`src/rtl/store_unit_pkg.sv`:
```
// Shared store-path definitions: opcode encodings, size masks and a decode helper.
package store_unit_pkg;

  // Store opcodes carried in instruction_data[2:0]
  localparam logic [2:0] OP_SB = 3'b000;
  localparam logic [2:0] OP_SH = 3'b001;
  localparam logic [2:0] OP_SW = 3'b010;

  // Byte-enable masks for an access at lane offset 0
  localparam logic [3:0] MASK_B = 4'b0001;
  localparam logic [3:0] MASK_H = 4'b0011;
  localparam logic [3:0] MASK_W = 4'b1111;

  // Size mask for a store opcode; all-zero marks an illegal opcode
  function automatic logic [3:0] size_mask(input logic [2:0] op);
    case (op)
      OP_SB:   size_mask = MASK_B;
      OP_SH:   size_mask = MASK_H;
      OP_SW:   size_mask = MASK_W;
      default: size_mask = 4'b0000;
    endcase
  endfunction

endpackage

```
`src/rtl/store_unit_lane_align.sv`:
```
// Combinational lane alignment: opcode + byte offset + data -> 8-lane enables and
// 64-bit shifted data spanning two consecutive words, plus split/illegal flags.
module store_lane_align
  import store_unit_pkg::*;
(
  input  logic [2:0]  op,
  input  logic [1:0]  off,
  input  logic [31:0] data,
  output logic [7:0]  be8,
  output logic [63:0] data64,
  output logic        needs_split,
  output logic        illegal
);

  logic [3:0] mask;

  // Shift the size mask and the data into position across two words
  always_comb begin
    mask        = size_mask(op);
    illegal     = (mask == 4'b0000);
    be8         = {4'b0000, mask} << off;
    data64      = {32'h0000_0000, data} << {off, 3'b000};
    needs_split = |be8[7:4];
  end

endmodule

```
`src/rtl/store_unit.sv`:
```
// Store unit: accepts one store per handshake, issues one or two word-aligned
// write beats over req/ack, and reports completion with a one-cycle done pulse.
module store_unit
  import store_unit_pkg::*;
#(
  parameter bit          SPLIT_MISALIGNED = 1'b1,
  parameter int unsigned TIMEOUT_CYCLES   = 255
) (
  input  logic        clk,
  input  logic        rst,
  input  logic        req_valid,
  output logic        req_ready,
  input  logic [31:0] instruction_data,
  input  logic [31:0] data_address,
  input  logic [31:0] write_data,
  output logic        mem_req,
  output logic [31:0] mem_addr,
  output logic [31:0] mem_wdata,
  output logic [3:0]  mem_be,
  input  logic        mem_ack,
  output logic        done,
  output logic        err
);

  typedef enum logic [1:0] {S_IDLE, S_BEAT0, S_BEAT1, S_RESP} state_t;

  // Wait counter sized to hold TIMEOUT_CYCLES-1; the compare value is the last
  // unacknowledged cycle before the beat is abandoned.
  localparam int unsigned CNT_W = (TIMEOUT_CYCLES < 2) ? 1 : $clog2(TIMEOUT_CYCLES + 1);
  localparam logic [CNT_W-1:0] WAIT_LAST =
    CNT_W'((TIMEOUT_CYCLES == 0) ? 0 : TIMEOUT_CYCLES - 1);

  state_t            state_reg;
  logic              req_ready_reg;
  logic              mem_req_reg;
  logic [31:0]       mem_addr_reg;
  logic [31:0]       mem_wdata_reg;
  logic [3:0]        mem_be_reg;
  logic              done_reg;
  logic              err_reg;
  logic [CNT_W-1:0]  wait_cnt_reg;
  // Upper-word half of the request, held for the second beat of a split store
  logic              split_reg;
  logic [31:0]       wdata_hi_reg;
  logic [3:0]        be_hi_reg;

  logic [7:0]        be8;
  logic [63:0]       data64;
  logic              needs_split;
  logic              illegal;
  logic              timeout_hit;
  logic              unused_instr;

  // Opcode bits above [2:0] carry no meaning for stores
  assign unused_instr = ^instruction_data[31:3];

  // Alignment is computed straight from the request so the first beat can be
  // registered on the accepting edge.
  store_lane_align u_align (
    .op          (instruction_data[2:0]),
    .off         (data_address[1:0]),
    .data        (write_data),
    .be8         (be8),
    .data64      (data64),
    .needs_split (needs_split),
    .illegal     (illegal)
  );

  assign timeout_hit = (TIMEOUT_CYCLES != 0) && (wait_cnt_reg == WAIT_LAST);

  // Store FSM with fully registered handshake and memory outputs
  always_ff @(posedge clk) begin
    if (rst) begin
      state_reg     <= S_IDLE;
      req_ready_reg <= 1'b0;
      mem_req_reg   <= 1'b0;
      mem_addr_reg  <= 32'h0;
      mem_wdata_reg <= 32'h0;
      mem_be_reg    <= 4'h0;
      done_reg      <= 1'b0;
      err_reg       <= 1'b0;
      wait_cnt_reg  <= '0;
      split_reg     <= 1'b0;
      wdata_hi_reg  <= 32'h0;
      be_hi_reg     <= 4'h0;
    end else begin
      case (state_reg)
        S_IDLE: begin
          done_reg      <= 1'b0;
          err_reg       <= 1'b0;
          req_ready_reg <= 1'b1;
          if (req_valid && req_ready_reg) begin
            req_ready_reg <= 1'b0;
            if (illegal || (needs_split && !SPLIT_MISALIGNED)) begin
              // Rejected without touching memory
              done_reg  <= 1'b1;
              err_reg   <= 1'b1;
              state_reg <= S_RESP;
            end else begin
              mem_req_reg   <= 1'b1;
              mem_addr_reg  <= {data_address[31:2], 2'b00};
              mem_wdata_reg <= data64[31:0];
              mem_be_reg    <= be8[3:0];
              wait_cnt_reg  <= '0;
              split_reg     <= needs_split;
              wdata_hi_reg  <= data64[63:32];
              be_hi_reg     <= be8[7:4];
              state_reg     <= S_BEAT0;
            end
          end
        end
        S_BEAT0, S_BEAT1: begin
          if (mem_ack) begin
            if (state_reg == S_BEAT0 && split_reg) begin
              // Next word; the add wraps naturally at the top of the address space
              mem_addr_reg  <= mem_addr_reg + 32'd4;
              mem_wdata_reg <= wdata_hi_reg;
              mem_be_reg    <= be_hi_reg;
              wait_cnt_reg  <= '0;
              state_reg     <= S_BEAT1;
            end else begin
              mem_req_reg <= 1'b0;
              done_reg    <= 1'b1;
              err_reg     <= 1'b0;
              state_reg   <= S_RESP;
            end
          end else if (timeout_hit) begin
            // Abandon the beat; an already written first beat is not undone
            mem_req_reg <= 1'b0;
            done_reg    <= 1'b1;
            err_reg     <= 1'b1;
            state_reg   <= S_RESP;
          end else begin
            wait_cnt_reg <= wait_cnt_reg + 1'b1;
          end
        end
        S_RESP: begin
          done_reg      <= 1'b0;
          err_reg       <= 1'b0;
          req_ready_reg <= 1'b1;
          state_reg     <= S_IDLE;
        end
        default: state_reg <= S_IDLE;
      endcase
    end
  end

  assign req_ready = req_ready_reg;
  assign mem_req   = mem_req_reg;
  assign mem_addr  = mem_addr_reg;
  assign mem_wdata = mem_wdata_reg;
  assign mem_be    = mem_be_reg;
  assign done      = done_reg;
  assign err       = err_reg;

endmodule

```
`config.mk`:
```
export PLATFORM = sky130hd
export DESIGN_NAME = store_unit
export DESIGN_NICKNAME = d
export VERILOG_FILES = /design/src/rtl/store_unit_pkg.sv /design/src/rtl/store_unit_lane_align.sv /design/src/rtl/store_unit.sv
export SDC_FILE = /design/constraint.sdc
export NUM_CORES = 1
export LEC_CHECK = 0
export ABC_AREA = 1
export CAP_MARGIN = 20
export CORE_ASPECT_RATIO = 1.2
export CORE_MARGIN = 2
export CORE_UTILIZATION = 40
export CTS_BUF_LIST = sky130_fd_sc_hd__clkbuf_4 sky130_fd_sc_hd__clkbuf_8
export CTS_CLUSTER_SIZE = 20
export DETAILED_ROUTE_END_ITERATION = 6
export MAX_ROUTING_LAYER = met4
export PLACE_DENSITY = 0.73
export SYNTH_ARGS = -nofsm -noshare
export SYNTH_HDL_FRONTEND = slang
export SYNTH_SLANG_ARGS = --single-unit
```
`constraint.sdc`:
```
create_clock -name clk -period 3.4 [get_ports clk]
set_clock_uncertainty 0.05 [all_clocks]
set_input_delay 0.68 -clock clk [delete_from_list [all_inputs] [get_ports clk]]
set_output_delay 0.68 -clock clk [all_outputs]
set_load 0.01 [all_outputs]
```
==> Word level (Yosys, flattened, before mapping) <==
Cells that the tools add are included.
{ "word_totals": {"register_bits": 119, "inputBits": 100, "output_inout_bits": 72, "wordCells": 90} }
{ "classes": {"add_sub_neg": 2, "eq_ne": 14, "shift": 2, "n_mux": 44, "bitwise": 1, "reduce_logical": 15} }
{ "ops": {"columns": ["operator", "count"], "rows": [
  ["$mux W32", 8],
  ["$pmux W32 S2", 2],
  ["$shl A32 B5 Y64", 1],
  ["$mux W8", 5],
  ["$add A32 B3 Y32 const B", 1],
  ["$mux W4", 4],
  ["$pmux W8 S2", 1],
  ["$reduce_and A5 Y1", 3],
  ["$mux W1", 13],
  ["$ne A3 B3 Y1 const B", 4],
  ["$pmux W4 S3", 1],
  ["$add A8 B1 Y8 const B", 1],
  ["$eq A8 B8 Y1 const B", 1],
  ["$mux W2", 4],
  ["$ne A2 B2 Y1 const B", 4],
  ["$pmux W4 S2", 1],
  ["$shl A4 B2 Y8", 1],
  ["$pmux W1 S3", 2],
  ["$pmux W2 S3", 1],
  ["$eq A2 B2 Y1 const B", 2],
  ["$logic_not A4 Y1", 1],
  ["$pmux W1 S2", 2],
  ["$reduce_and A2 Y1", 2],
  ["$reduce_bool A2 Y1", 2],
  ["10 further kinds", 11]
]} }

==> Logic depth before layout (Yosys ltp) <==
{ "logic_depth": {"word_depth": 6, "ltp_mapped": 12, "mapped_depth_nobuf": 11} }

==> Cells and area by module <==
A second synthesis with hierarchy kept.
{ "hier_totals": {"hier_cells": 1126, "area_unflattened_um2": 6949.2} }
{ "modules_own_cells": {"columns": ["mod", "n_inst", "cells_per_inst", "area_per_inst_um2", "seq_area_each_um2"], "rows": [
  ["store_unit", 1, 896, 5860.6, 2342.2],
  ["store_lane_align", 1, 230, 1088.5, 0.0]
]} }

==> Least setup slack after synthesis <==
Ideal clock, no wire load.
{ "synth_timing": {"path_type": "input-to-reg", "from": "in req_valid", "to": "reg mem_be_reg[1] (netlist: mem_be[1])", "setup_time_ns": 0.119, "arrival_time_ns": 1.550, "t_required_ns": 3.231, "path_slack_ns": 1.681, "path_stages": 8, "cell_sequence": "nand2_1 nor2_1 nand2_2 nand2_2 nand2_4 buf_2 a211oi_1 nor2_1"} }
{ "synth_between": {"elab_chain_len": 3} }
{ "synth_lines": {"columns": ["element", "line", "source"], "rows": [
  ["start, declared", "store_unit.sv:11", "input logic req_valid,"],
  ["$logic_and A1 B1 Y1", "store_unit.sv:92", "if (req_valid && req_ready_reg) begin"],
  ["$ne A2 B2 Y1 (no line)", null, null],
  ["$reduce_and A5 Y1 (no line)", null, null],
  ["end signal, assigned", "store_unit.sv:103", "mem_be_reg <= be8[3:0];"],
  ["end signal, assigned", "store_unit.sv:118", "mem_be_reg <= be_hi_reg;"],
  ["end, declared", "store_unit.sv:38", "logic [3:0] mem_be_reg;"]
]} }
No other way between the ends.
A chain may end at the register's enable or synchronous reset.

==> Worst setup path after layout <==
{ "layout_timing": {"from": "reg state_reg[0]", "to": "reg mem_wdata_reg[3] (netlist: mem_wdata[3])"} }
{ "layout_between": {"elab_chain_len": 4, "word_cells_on_any_way": 12, "classes_between": "6 x eq/ne; 1 x mux; 5 x reduce/logical"} }
{ "layout_lines": {"columns": ["element", "line", "source"], "rows": [
  ["start, declared", "store_unit.sv:33", "state_t state_reg;"],
  ["start signal, assigned", "store_unit.sv:74", "state_reg <= S_IDLE;"],
  ["start signal, assigned", "store_unit.sv:98", "state_reg <= S_RESP;"],
  ["start signal, assigned", "store_unit.sv:108", "state_reg <= S_BEAT0;"],
  ["$eq A2 B1 Y1 / $eq A2 B2 Y1 (equally long branches)", "store_unit.sv:87, store_unit.sv:114", null],
  ["$reduce_or A2 Y1 / $logic_and A1 B1 Y1 (equally long branches)", "store_unit.sv:87, store_unit.sv:114", null],
  ["$ne A2 B2 Y1 (no line) / $reduce_bool A2 Y1 (equally long branches)", null, null],
  ["$reduce_and A5 Y1 (no line)", null, null],
  ["end signal, assigned", "store_unit.sv:102", "mem_wdata_reg <= data64[31:0];"],
  ["end signal, assigned", "store_unit.sv:117", "mem_wdata_reg <= wdata_hi_reg;"],
  ["end, declared", "store_unit.sv:37", "logic [31:0] mem_wdata_reg;"]
]} }
Parallel ways exist; a longest one is shown, timed or not.

==> metrics.txt <==
number of storage elements in the synthesis netlist 108; number of violations of the max-capacitance limit 0; worst voltage drop across the vdd grid around 0.5 mV; fillcell total 1,530; top library cells by usage in the layout, fill and taps aside 230 x nand2_1, 161 x nor2_1, 139 x clkdlybuf4s50_1; final setup violation count 0; cell-by-cell listing of the critical path inv_1 > ha_2 > inv_2 > buf_4 > a31oi_1 > inv_2 > nand2_4 > inv_4 > buf_12 > o21ai_1 > a31oi_1; cell row count 49; average cell area after synthesis roughly 6.4 um^2; post-route non-filler standard cell count around 1,300; CP Data Required Time between 3000 and 4000 ps; Synth Area in XOR/XNOR 0.00143; number of buffers created by CTS 9; count of final max-slew check failures 0; Root Buffer clkbuf_8; number of gates given a new drive strength after cts 0; Starting Density 0.408; number of port buffers 140; worst setup slack after layout 1000 ps; post-CTS setup buffer count 0; number of inserted diodes 0; P per Cell Area approximately 760 mW/mm^2; dpl ws 646 ps; Data arrival, critical path approximately 2700 ps; max FFs per register 32; H-tree levels 3; Max transition margin 0.437; initial antenna violation count 0; Synth Area in Compound Gates 0.198; Synth Instances about 960; CTS Hold Buffers Added 0; count of routing violations after the opening detailed-route iteration 528; deepest clock path buffer count 2; DRC violation count after routing 0; total leakage power between 2 and 3 nW; category of the critical setup timing path flip-flop to flip-flop; cell count after placement roughly 1,300; P&R area growth vs syn 28.1%; Clock Pin Slew Worst Setup and Hold Paths 110 ps; GP Congestion 0.932; Floorplan Core Area between 0.01 and 0.015 mm^2; Synth top area share 0.354; Die Wd roughly 120 um; depth of the worst register-to-register path 11; fin crit share 0.705; DRT Wirelength about 19,000 um; most area-consuming cells after synthesis dfxtp_1 35%, nand2_1 14%, nor2_1 9.9%; hold violation total from the final report 0; DIE AREA roughly 0.016 mm^2; Critical Path Start Type flip-flop; highest fanout seen on the critical path 45; Hold Path Origin be_hi_reg[1]; slew at the pin closest to its max-slew limit around 840 ps; area share of and/or/nand/nor cells after synthesis 0.336; RSZ-0062 raised after global routing false; hold-critical path depth 2; Post-DP HPWL between 10,000 and 15,000 um; slowest cell delay on critical path between 300 and 400 ps; drt first pass iters 5; Worst R2R Start state_reg[0]; sum of negative setup slack 0 ps; number of top-level design ports roughly 170; register-to-register setup slack between 1000 and 1500 ps; TritonCTS clock tree yes; CTS sink cnt approximately 110; via count approximately 6,700; end point of the most critical hold path be_hi_reg[1]; portion of netlist area occupied by mux cells 0.0131; clock network latency to the later pin of the worst-skew pair 380 ps; residual antenna-violating net count after detailed routing 0; largest net degree at the start of global routing 76; largest area contributor in the synthesized netlist dfxtp_1; post-synthesis instance area a little over 0.006 mm^2; final layout net count around 1,200; type of the tightest min-delay check flip-flop to flip-flop; slowest stage cell, crit path dfxtp_1; unique cell type count in the Yosys netlist 43; number of global-route vias before repair a little over 6,000; DR WL/cell ~15 um; Vert. Die Dim ~140 um; most common cell after layout, fill and taps aside nand2_1; routed vias/inst 5.26; Reg-to-Reg End mem_wdata[3]; overall fraction of global-route tracks in use 0.237; achievable clock frequency 417 MHz; Tot Pwr about 6 mW; Critical Path Sink Type flip-flop; count of yosys warnings during synthesis 0; adder-cell share of the synthesized area 0.0123; status finished clean; gr ovfl total 0; proportion of synthesized chip area in sequential cells 0.354; layout cell share with drive strength beyond 1 0.0466; wire length of the first global-routing pass 30,100 um; min Tclk post-route roughly 2400 ps; Layout Utilization 0.523; dominant combinational cell family by area after synthesis simple AND/OR/NAND/NOR gates
worst max path at each step:
stage,from,endpoint,slack [ps],cells past startpoint
2_1_floorplan,req_valid,mem_be[1],1680,8
4_1_cts,state_reg[0],mem_wdata[3],1000,11
5_1_grt,state_reg[0],mem_wdata[3],760,11
3_5_place_dp,instruction_data[1],mem_wdata[3],650,9
3_3_place_gp,instruction_data[1],mem_wdata[2],710,9
6_report,state_reg[0],mem_wdata[3],1000,11
power breakdown:
part / internal (mW) / total [mW] / switching, mW
combinational: 1.32 / 3.14 / 1.82
sequential: 1.65 / 1.99 / 0.342
clock: 0.353 / 0.841 / 0.488
cell type report:
class,instances,area [um^2],area share
multi-input cells,733,3440,0.440
inverters,63,239,0.0305
well taps,204,255,0.0326
clock buffers,9,124,0.0158
flip-flops and latches,108,2160,0.276
repair buffers,152,1520,0.195
clock inverters,7,82.6,0.0105
cells in the mapped netlist, drive strengths merged:
library cell	n
conb	1
a21oi	55
o22ai	12
a211oi	2
a22oi	1
nand3	73
o21ai	113
xor2	1
inv	60
clkbuf	23
buf	31
dfxtp	108
o21bai	2
a32oi	8
and2	1
o21a	2
nand2	236
mux2i	8
nand3b	1
a31oi	15
or2	6
nor2	166
ha	6
o211ai	7
and3	2
clkinv	3
nor3	8
o31ai	2
nand4	3
nor3b	1
cell families (layout without fill, tap and decap cells):
| kind of cell | after synthesis | in the layout |
|---|---|---|
| and+or+nand+nor | 497 | 497 |
| AOI/OAI and AO/OA | 219 | 219 |
| buffers and inverters | 117 | 231 |
| DFF | 108 | 108 |
| muxes | 8 | 8 |
| adders and majority gates | 6 | 6 |
| other | 1 | 2 |
| xor gates and xnor gates | 1 | 1 |
worst max-delay path, delay by kind of cell, from the launching register on:
kind,cells,cell delay [ps]
buf+inv,6,1180
compound gates,3,340
flops,1,370
simple gates,1,70
fa+ha+maj,1,310
through the flow:
| stage | cell area (um^2) | hold slack (ps) |
|---|---|---|
| after global placement | 7620 | 403 |
| after global routing | 7830 | 451 |
| after floorplan | 6110 | 395 |
| after detailed placement | 7620 | 407 |
| after CTS | 7830 | 424 |
| final | 7830 | 425 |
routing by layer:
layer	GRT usage	share of wire	vias up
met5	-	0	-
met4	0.0873	0.032	0
met3	0.0296	0.057	40
met2	0.381	0.47	244
met1	0.304	0.44	3053
li1	-	-	3379
(Power assumes the default switching activity.)
==> edit: new RTL, same flow settings <==
Register the output `err` once more; this adds one clock of latency there. The other outputs are not delayed to match.
--- a/src/rtl/store_unit.sv
+++ b/src/rtl/store_unit.sv
@@ -153,3 +153,5 @@
   assign done      = done_reg;
-  assign err       = err_reg;
+  always_ff @(posedge clk) begin
+    err <= err_reg;
+  end
 
Check against the original RTL: not equivalent (a bounded check fails within 4 cycles, from zero or initial values and one cycle with rst high).
==> edit against the original RTL <==
- fmax fell by 7.7%
- worst setup slack got worse by 0.20 ns
- wire length rose by 0.14%
- sequential cell count rose by 1
- design area rose by 0.38%
- power rose by 0.74%
- highest routed layer unchanged
- synthesized area rose by 0.33%
==> edit: results (changes against the original RTL) <==
Global routing
  – Met2 Usage GRT: 36.9% (was 38.1%)
  – Initial antenna violation count: 0 (unchanged)
  – Met3 usage: 2.70% (was 2.96%)
  – Maximum number of pins on one net before global-route repair: 74 (was 76)
  – Met1 Usage GRT: 31.1% (was 30.4%)
  – Vias in the first global route: 6068 (was 6096)
  – Total GRT Usage: 23.8% (was 23.7%)
  – Global-route wire length before repair: 30.2 mm (was 30.1 mm)

Power and ir drop
  – Max IR drop VDD: 0.407 mV (was 0.498 mV)
  – Leakage Power: 2.86 nW (was 2.84 nW)

Clocking
  – Clk slew on worst S/H paths: 0.11 ns (about the same)
  – Htree depth: 3 (unchanged)
  – TritonCTS Buffers: 9 (unchanged)
  – Clk buf depth: 2 (unchanged)
  – Cts repair resizes: 0 (unchanged)
  – Clk_lat worst skew: 0.40 ns (was 0.38 ns)

Worst setup path
  – RR Startpoint: state_reg[0] (unchanged)
  – Max FO, Critical Path: 73 (was 45)
  – Worst stage delay on the critical path: 0.54 ns (was 0.37 ns)
  – R2r endpoint: mem_addr[11] (was mem_wdata[3])
  – R2R cell count: 11 (unchanged)
  – CP Launch Point: req_valid (was state_reg[0])
  – Worst reg2reg setup slack: 0.95 ns (was 1.00 ns)
  – Largest delay share family, worst path: buffers and inverters (unchanged)
  – Worst Path Arrival: 2.82 ns (was 2.65 ns)
  – Critical Setup Path Class: in -> reg (was reg -> reg)
  – Slowest-stage cell, CP: inv_4 (was dfxtp_1)

Routing
  – Initial DRC Count: 584 (was 528)
  – Met3 WL: 1.15 mm (was 1.09 mm)
  – Met2 routed WL: 8.67 mm (was 8.94 mm)
  – Post-route antenna net violation count: 0 (unchanged)
  – Routed length per instance: 14.8 um (about the same)
  – Via/cell ratio: 5.29 (was 5.26)
  – Vias post-DR: 6767 (was 6716)
  – Routed length on met1: 8.50 mm (was 8.24 mm)

Worst hold path
  – Hold_sp: err_reg (was be_hi_reg[1])

STA
  – Rel. slew slack: 55.5% (was 43.7%)

Placement
  – Placed Area: 7640 um2 (was 7620 um2)
  – Routability congestion estimate: 0.918 (was 0.932)
  – Placed cell count: 1264 (was 1260)
  – Port buffer count: 140 (unchanged)
  – Post-DP HPWL: 13.4 mm (was 13.0 mm)

Logic synthesis
  – Top post-synthesis cells by area: dfxtp_1 (36%), nand2_1 (14%), nor2_1 (9.9%) (was dfxtp_1 (35%), nand2_1 (14%), nor2_1 (9.9%))
  – Synth Flop Type: dfxtp_1 (unchanged)
  – Synth cell count leaders: nand2_1 (230), nor2_1 (161), dfxtp_1 (109) (was nand2_1 (230), nor2_1 (161), dfxtp_1 (108))
  – Syn. warnings: 0 (unchanged)
  – Mapped Cells: 958 (was 957)
  – Ys async rst share: 0% (unchanged)
  – Synth unique cells: 43 (unchanged)
  – Sequential-to-total area share from yosys stat: 35.6% (was 35.4%)

Finish
  – Layout cells sized above 1: 4.93% (was 4.66%)
  – Nets: 1177 (was 1173)
  – # fillers: 1502 (was 1530)
  – Diodes inserted: 0 (unchanged)

Status
  – Outcome: complete, no violations (unchanged)
-- edit: changes by cell type in the layout (fill, tap and decap cells not counted) --
cell,unedited run,this run
clkinv_2,0,2
inv_6,3,2
clkinvlp_4,0,1
clkinv_4,3,0
bufinv_16,1,2
dfxtp_1,108,109
buf_12,3,1
buf_4,9,14
-- edit: cell type report --
class,instances,area (um2),share of cell area [%]
Clock buffer,9,124,1.58
Clock inverter,7,95.1,1.21
Inverter,63,239,3.04
Multi-Input combinational cell,733,3440,43.8
Sequential cell,109,2180,27.8
Tap cell,204,255,3.25
Timing Repair Buffer,155,1520,19.4
-- edit: logic make-up after synthesis --
family	Yosys count	synth area share [%]
xor gates and xnor gates	1	0.143
AOI/OAI and AO/OA	219	19.8
adders and majority gates	6	1.22
buffers and inverters	117	8.39
and+or+nand+nor	497	33.5
muxes	8	1.31
other	1	0.0612
DFF	109	35.6
-- edit: worst min-delay path by stage --
stage               end  slack, ns  depth (start not counted)
global placement    err       0.29                          0
CTS                 err       0.31                          0
floorplan           err       0.28                          0
global route        err       0.32                          0
finish              err       0.31                          0
detailed placement  err       0.30                          0
-- edit: report_power, final --
part	switching, mW	leakage [nW]	internal [mW]
logic	1.79	1.86	1.30
clock network	0.483	0.110	0.418
registers	0.355	0.886	1.67
total	2.63	2.86	3.38
-- edit: stage by stage --
step / hold WS, ns / power, mW / utilization, % / setup slack, ns
2_1_floorplan: 0.281 / 3.88 / - / 1.68
3_3_place_gp: 0.289 / 5.11 / 50.9 / 0.412
3_5_place_dp: 0.296 / 5.13 / 50.9 / 0.393
4_1_cts: 0.313 / 6.04 / 52.3 / 0.814
5_1_grt: 0.323 / 6.48 / 52.3 / 0.610
6_report: 0.312 / 6.02 / 52.3 / 0.802
